`config.mk`:
```
export PLATFORM = sky130hd
export DESIGN_NAME = cascaded_mod_counter_flat
export DESIGN_NICKNAME = d
export VERILOG_FILES = /design/src/rtl/cascaded_mod_counter_if.sv /design/src/rtl/cascaded_mod_counter.sv /design/src/flat_wrapper.sv
export SDC_FILE = /design/constraint.sdc
export NUM_CORES = 1
export LEC_CHECK = 0
export CORE_ASPECT_RATIO = 0.7
export CORE_MARGIN = 2
export CORE_UTILIZATION = 45
export DETAILED_ROUTE_END_ITERATION = 7
export PLACE_DENSITY_LB_ADDON = 0.05
export SETUP_SLACK_MARGIN = 0.3
export SYNTH_ARGS = -nofsm -noshare
export SYNTH_HDL_FRONTEND = slang
export SYNTH_SLANG_ARGS = --single-unit
```
`constraint.sdc`:
```
create_clock -name Clk -period 6.15 [get_ports Clk]
set_input_delay 1.845 -clock Clk [delete_from_list [all_inputs] [get_ports Clk]]
set_output_delay 1.845 -clock Clk [all_outputs]
set_load 0.02 [all_outputs]
```
`src/rtl/cascaded_mod_counter_if.sv`:
```
`default_nettype none
// ============================================================================
// Module   : cascaded_mod_counter_if
// Brief    : Control and status bundle for the cascaded modulo counter.
// Revision : 1.0 - initial release
// ============================================================================
interface cascaded_mod_counter_if #(
    parameter int DIGITS = 2,
    parameter int W      = 5
);
    logic                 En;
    logic                 Up;
    logic                 Clear;
    logic                 Load;
    logic [DIGITS*W-1:0]  LoadVal;
    logic                 ModWr;
    logic [W-1:0]         Mod;
    logic [DIGITS*W-1:0]  Q;
    logic                 Rollover;
    logic [DIGITS-1:0]    DigitCarry;
    logic                 Overflow;
    logic                 LoadErr;
    logic [W-1:0]         ModCur;

    modport master (
        output En, Up, Clear, Load, LoadVal, ModWr, Mod,
        input  Q, Rollover, DigitCarry, Overflow, LoadErr, ModCur
    );

    modport slave (
        input  En, Up, Clear, Load, LoadVal, ModWr, Mod,
        output Q, Rollover, DigitCarry, Overflow, LoadErr, ModCur
    );
endinterface
`default_nettype wire

```
`src/rtl/cascaded_mod_counter.sv`:
```
`default_nettype none
// ============================================================================
// Module   : cascaded_mod_counter
// Brief    : DIGITS-digit up/down counter sharing one run-time modulus.
// Revision : 1.0 - initial release
// ============================================================================
module cascaded_mod_counter #(
    parameter int DIGITS = 2,
    parameter int W      = 5,
    parameter int K      = 20
) (
    input  wire logic              Clk,
    input  wire logic              Reset,
    cascaded_mod_counter_if.slave  bus
);
    localparam logic [W-1:0] c_one       = W'(1);
    localparam logic [W-1:0] c_min_mod   = W'(2);
    localparam logic [W-1:0] c_reset_mod = W'(K);

    logic [DIGITS*W-1:0] r_q;
    logic [DIGITS*W-1:0] w_q_next;
    logic [W-1:0]        r_mod;
    logic [W-1:0]        w_new_mod;
    logic [W-1:0]        w_eff_mod;
    logic [W-1:0]        w_mod_m1;
    logic [W-1:0]        w_eff_m1;
    logic                r_ovf;
    logic                r_lerr;
    logic                w_count;
    logic                w_lerr_next;
    logic [DIGITS-1:0]   w_carry;
    logic                w_rollover;

    assign w_new_mod  = (bus.Mod < c_min_mod) ? c_min_mod : bus.Mod;
    // A load in the same cycle as a modulus write clamps against the new modulus
    assign w_eff_mod  = bus.ModWr ? w_new_mod : r_mod;
    assign w_mod_m1   = r_mod - c_one;
    assign w_eff_m1   = w_eff_mod - c_one;
    assign w_count    = bus.En & ~bus.Clear & ~bus.Load & ~bus.ModWr;
    assign w_rollover = &w_carry;

    always_comb begin : p_next
        logic [W-1:0] v_d;
        logic [W-1:0] v_ld;
        logic [W-1:0] v_nd;
        logic         v_term;
        logic         v_allow;
        w_q_next    = r_q;
        w_carry     = '0;
        w_lerr_next = 1'b0;
        v_allow     = 1'b1;
        v_d         = '0;
        v_ld        = '0;
        v_nd        = '0;
        v_term      = 1'b0;
        for (int i = 0; i < DIGITS; i++) begin
            v_d    = r_q[i*W +: W];
            v_ld   = bus.LoadVal[i*W +: W];
            v_term = bus.Up ? (v_d == w_mod_m1) : (v_d == '0);
            v_nd   = v_d;
            if (bus.Clear) begin
                v_nd = '0;
            end else if (bus.ModWr || bus.Load) begin
                if (bus.ModWr && (v_d >= w_new_mod)) begin
                    v_nd = '0;
                end
                if (bus.Load) begin
                    if (v_ld >= w_eff_mod) begin
                        v_nd        = w_eff_m1;
                        w_lerr_next = 1'b1;
                    end else begin
                        v_nd = v_ld;
                    end
                end
            end else if (w_count && v_allow) begin
                w_carry[i] = v_term;
                if (bus.Up) begin
                    v_nd = v_term ? '0 : v_d + c_one;
                end else begin
                    v_nd = v_term ? w_mod_m1 : v_d - c_one;
                end
            end
            // Higher digits step only while every digit below sits at its terminal value
            v_allow = v_allow & v_term;
            w_q_next[i*W +: W] = v_nd;
        end
    end

    always_ff @(posedge Clk or negedge Reset) begin
        if (!Reset) begin
            r_q    <= '0;
            r_mod  <= c_reset_mod;
            r_ovf  <= 1'b0;
            r_lerr <= 1'b0;
        end else if (bus.Clear) begin
            r_q    <= '0;
            r_ovf  <= 1'b0;
            r_lerr <= 1'b0;
        end else begin
            r_q    <= w_q_next;
            if (bus.ModWr) begin
                r_mod <= w_new_mod;
            end
            if (w_rollover) begin
                r_ovf <= 1'b1;
            end
            r_lerr <= bus.Load & w_lerr_next;
        end
    end

    assign bus.Q          = r_q;
    assign bus.ModCur     = r_mod;
    assign bus.Overflow   = r_ovf;
    assign bus.LoadErr    = r_lerr;
    assign bus.DigitCarry = w_carry;
    assign bus.Rollover   = w_rollover;
endmodule
`default_nettype wire

```
`src/flat_wrapper.sv`:
```
// flat-port wrapper written by rule: the top's interface ports become plain ports
module cascaded_mod_counter_flat 
#(
    parameter int DIGITS = 2,
    parameter int W      = 5,
    parameter int K      = 20
)
  (Clk, Reset, bus_En, bus_Up, bus_Clear, bus_Load, bus_LoadVal, bus_ModWr, bus_Mod, bus_Q, bus_Rollover, bus_DigitCarry, bus_Overflow, bus_LoadErr, bus_ModCur);
  cascaded_mod_counter_if #(.DIGITS(DIGITS), .W(W)) bus_i ();
  input  wire logic Clk;
  input  wire logic Reset;
  input wire logic [$bits(bus_i.En)-1:0] bus_En;
  input wire logic [$bits(bus_i.Up)-1:0] bus_Up;
  input wire logic [$bits(bus_i.Clear)-1:0] bus_Clear;
  input wire logic [$bits(bus_i.Load)-1:0] bus_Load;
  input wire logic [$bits(bus_i.LoadVal)-1:0] bus_LoadVal;
  input wire logic [$bits(bus_i.ModWr)-1:0] bus_ModWr;
  input wire logic [$bits(bus_i.Mod)-1:0] bus_Mod;
  output wire logic [$bits(bus_i.Q)-1:0] bus_Q;
  output wire logic [$bits(bus_i.Rollover)-1:0] bus_Rollover;
  output wire logic [$bits(bus_i.DigitCarry)-1:0] bus_DigitCarry;
  output wire logic [$bits(bus_i.Overflow)-1:0] bus_Overflow;
  output wire logic [$bits(bus_i.LoadErr)-1:0] bus_LoadErr;
  output wire logic [$bits(bus_i.ModCur)-1:0] bus_ModCur;
  assign bus_i.En = bus_En;
  assign bus_i.Up = bus_Up;
  assign bus_i.Clear = bus_Clear;
  assign bus_i.Load = bus_Load;
  assign bus_i.LoadVal = bus_LoadVal;
  assign bus_i.ModWr = bus_ModWr;
  assign bus_i.Mod = bus_Mod;
  assign bus_Q = bus_i.Q;
  assign bus_Rollover = bus_i.Rollover;
  assign bus_DigitCarry = bus_i.DigitCarry;
  assign bus_Overflow = bus_i.Overflow;
  assign bus_LoadErr = bus_i.LoadErr;
  assign bus_ModCur = bus_i.ModCur;
  cascaded_mod_counter #(.DIGITS(DIGITS), .W(W), .K(K)) u_core (.Clk(Clk), .Reset(Reset), .bus(bus_i));
endmodule
```
==> results.sh <==
export IMPL_drv_cap=0
export IMPL_postCtsSetupRepairBufs=0
export IMPL_ys_seq_area_frac=0.188
export IMPL_nets=355
export IMPL_gp_congestion=0.888
export IMPL_synthCells=279
export IMPL_clock_latency_ps=260
export IMPL_grt_pass1_wl_um=10700
export IMPL_hold_buffers=0
export IMPL_synth_area_mm2=0.00228
export IMPL_start_kind="input port"
export IMPL_status="complete, no violations"
export IMPL_vias=2311
export IMPL_cts_buffer_depth=2
export IMPL_layout_drive_gt1_share=0.0984
export IMPL_max_slew_worst_pin_slew_ps=797
export IMPL_crit_type="input port to output pin"
export IMPL_vias_per_cell=6.02
export IMPL_cts_max_level=1
export IMPL_power_leakage_uw=0.00121
export IMPL_p_per_area_mw_per_mm2=221
export IMPL_cts_root_buf="clkbuf_8"
export IMPL_grt_max_degree=20
export IMPL_required_ps=4300
export IMPL_instances_no_fill=384
export IMPL_synthArstFlopShare=1.00
export IMPL_syn_avg_cell_area_um2=8.16
export IMPL_crit_path_end_kind="output pin"
export IMPL_fin_skew_ps=0.857
export IMPL_totalWireLength_um=6820
export IMPL_tns_ps=0
export IMPL_synth_area_leaders="dfrtp_1 16%, ha_1 9.3%, mux2i_1 5.3%"
export IMPL_cts_tree="done"
export IMPL_synth_seq_cells=17
export IMPL_rsz0062_at_grt="false"
export IMPL_synth_warnings=0
export IMPL_relSlewSlack=0.467
export IMPL_firstDrtPassIters=5
export IMPL_synth_edf_count=0
export IMPL_ant_nets=0
export IMPL_setup_violations=0
export IMPL_cts_buffers=3
export IMPL_n_antenna_cell=0
export IMPL_finalCritPeriodShare=0.881
export IMPL_final_util=0.578
export IMPL_area_delta_synth_final_pct=22.8
export IMPL_grt_overflow=0
export IMPL_dp_cells=380
export IMPL_fmax_ghz=0.185
export IMPL_drt_iter0_drc=206
export IMPL_antenna_found_initial=0
export IMPL_hold_violations=0
export IMPL_start_util=0.471
export IMPL_synthFlopType="dfrtp_1"
export IMPL_cp_arrival_ps=3570
export IMPL_path_clk_slew_ps=70
export IMPL_track_usage=0.247
export IMPL_coreArea_mm2=0.00483
export IMPL_synth_most_common_cell="nand2_1"
export IMPL_worstHoldPathType="flop to flop"
export IMPL_synth_lib_cells_used_distinct=68
export IMPL_fp_row_count=21
export IMPL_drcViolationCount=0
export IMPL_wl_per_cell_um=17.8
export IMPL_synth_top_area_cell="dfrtp_1"
export IMPL_dieWidth_um=89.0
export IMPL_die_y_um=63.5
export IMPL_clkSinkCount=17
export IMPL_yosysTopAreaCellShare=0.165
export IMPL_cp_max_fo=6
export IMPL_slew_violations=0
export IMPL_worst_ir_drop_vdd_mv=0.129
export IMPL_io_pins=42
export IMPL_period_minus_slack_ps=5420
export IMPL_fillers=462
export IMPL_synth_net_count=318
export IMPL_ys_top_cells_by_count="25 x nand2_1, 22 x inv_1, 19 x nor2_1, 17 x ha_1, 15 x dfrtp_1"
export IMPL_dieArea_mm2=0.00565
export IMPL_io_buffers=41
export IMPL_grt_pass1_vias=2002
export IMPL_place_hpwl_um=5370
per-layer routing:
| metal | up-vias | track usage | share of wire | routed length [µm] |
|---|---|---|---|---|
| li1 | 1096 | - | - | - |
| met1 | 1097 | 0.419 | 0.51 | 3490 |
| met2 | 116 | 0.331 | 0.41 | 2770 |
| met3 | 2 | 0.0459 | 0.080 | 548 |
| met4 | 0 | 0.0149 | 0.0015 | 10 |
| met5 | - | 0 | 0 | 0 |
power by group:
part	leakage [µW]	total, µW	switching [µW]	internal, µW
Combinational	0.000974	361	187	173
Sequential	0.000216	170	42.2	128
Clock	0.0000228	86.7	40.6	46.1
Total	0.00121	617	270	347
cells by family after synthesis:
| family | Yosys count | share of synthesized area |
|---|---|---|
| adder cells (fa/ha/maj) | 18 | 0.0978 |
| flip-flops | 17 | 0.188 |
| buffers and inverters | 39 | 0.0725 |
| AND/OR/NAND/NOR | 95 | 0.222 |
| XOR/XNOR | 24 | 0.117 |
| multiplexers | 16 | 0.0742 |
| AO/OA/AOI/OAI | 70 | 0.229 |
worst max-delay path, cell delays in order:
cell and delay [ps]:
clkdlybuf4s50_1 540, inv_1 230, nand2_1 180, nor2_1 150
clkdlybuf4s50_1 630
cells in the final DEF (no fill, tap or decap), drive strengths merged, types with 3 or more instances in the layout:
cell and count:
clkdlybuf4s50 38, nand2 25, inv 22, nor2 20
ha 17, dfrtp 15, nor3 14, o21ai 14
xnor2 13, mux2i 12, a31oi 9, nand3 8
buf 8, xor2 7, a21oi 7, nand4 4
nand2b 4, a22o 4, mux2 4, clkbuf 4
xnor3 3, or3 3, o211ai 3, a21o 3
or2 3, o22ai 3, a211oi 3
timing repair:
action                                  4_1_cts  5_1_grt
resized for setup                             2        1
pin swaps                                     0        0
endpoints found under the setup margin        2        1
sequential cells by signal (all words and copies together) (netlist names):
signal / count
u_core.bus.Overflow: 1
u_core.bus.ModCur: 5
u_core.bus.Q: 10
u_core.bus.LoadErr: 1
final cells by class:
| type | instances | area (µm²) | share of cell area |
|---|---|---|---|
| Tap cell | 69 | 86.3 | 0.0309 |
| Multi-Input combinational cell | 223 | 1680 | 0.602 |
| Inverter | 22 | 82.6 | 0.0295 |
| Timing Repair Buffer | 49 | 470 | 0.168 |
| Clock buffer | 4 | 45.0 | 0.0161 |
| Sequential cell | 17 | 428 | 0.153 |
metrics by stage:
| step | cell area [µm²] | worst slack (ps) | hold slack [ps] | total power (µW) |
|---|---|---|---|---|
| after floorplan | 2280 | 1100 | 550 | 414 |
| after global placement | 2750 | 210 | 507 | 525 |
| after detailed placement | 2750 | 215 | 506 | 527 |
| after CTS | 2790 | 425 | 521 | 613 |
| after global routing | 2800 | 656 | 529 | 659 |
| final | 2800 | 733 | 524 | 617 |
worst paths after layout:
kind | cells past startpoint | to | startpoint | slack [ps]
max | 5 | bus_DigitCarry[0] | bus_Clear | 730
min | 1 | u_core.bus.Overflow$_DFFE_PN0P_ | u_core.bus.Overflow$_DFFE_PN0P_ | 520
max reg2reg | 10 | u_core.bus.Q[2]$_DFFE_PN0P_ | u_core.bus.ModCur[0]$_DFFE_PN0N_ | 3080
min reg2reg | 1 | u_core.bus.Overflow$_DFFE_PN0P_ | u_core.bus.Overflow$_DFFE_PN0P_ | 520
max in group asynchronous | 1 | u_core.bus.ModCur[0]$_DFFE_PN0N_ | Reset | 3610
min in group asynchronous | 1 | u_core.bus.Q[7]$_DFFE_PN0P_ | Reset | 2050
Power figures use the tool's default switching activity.
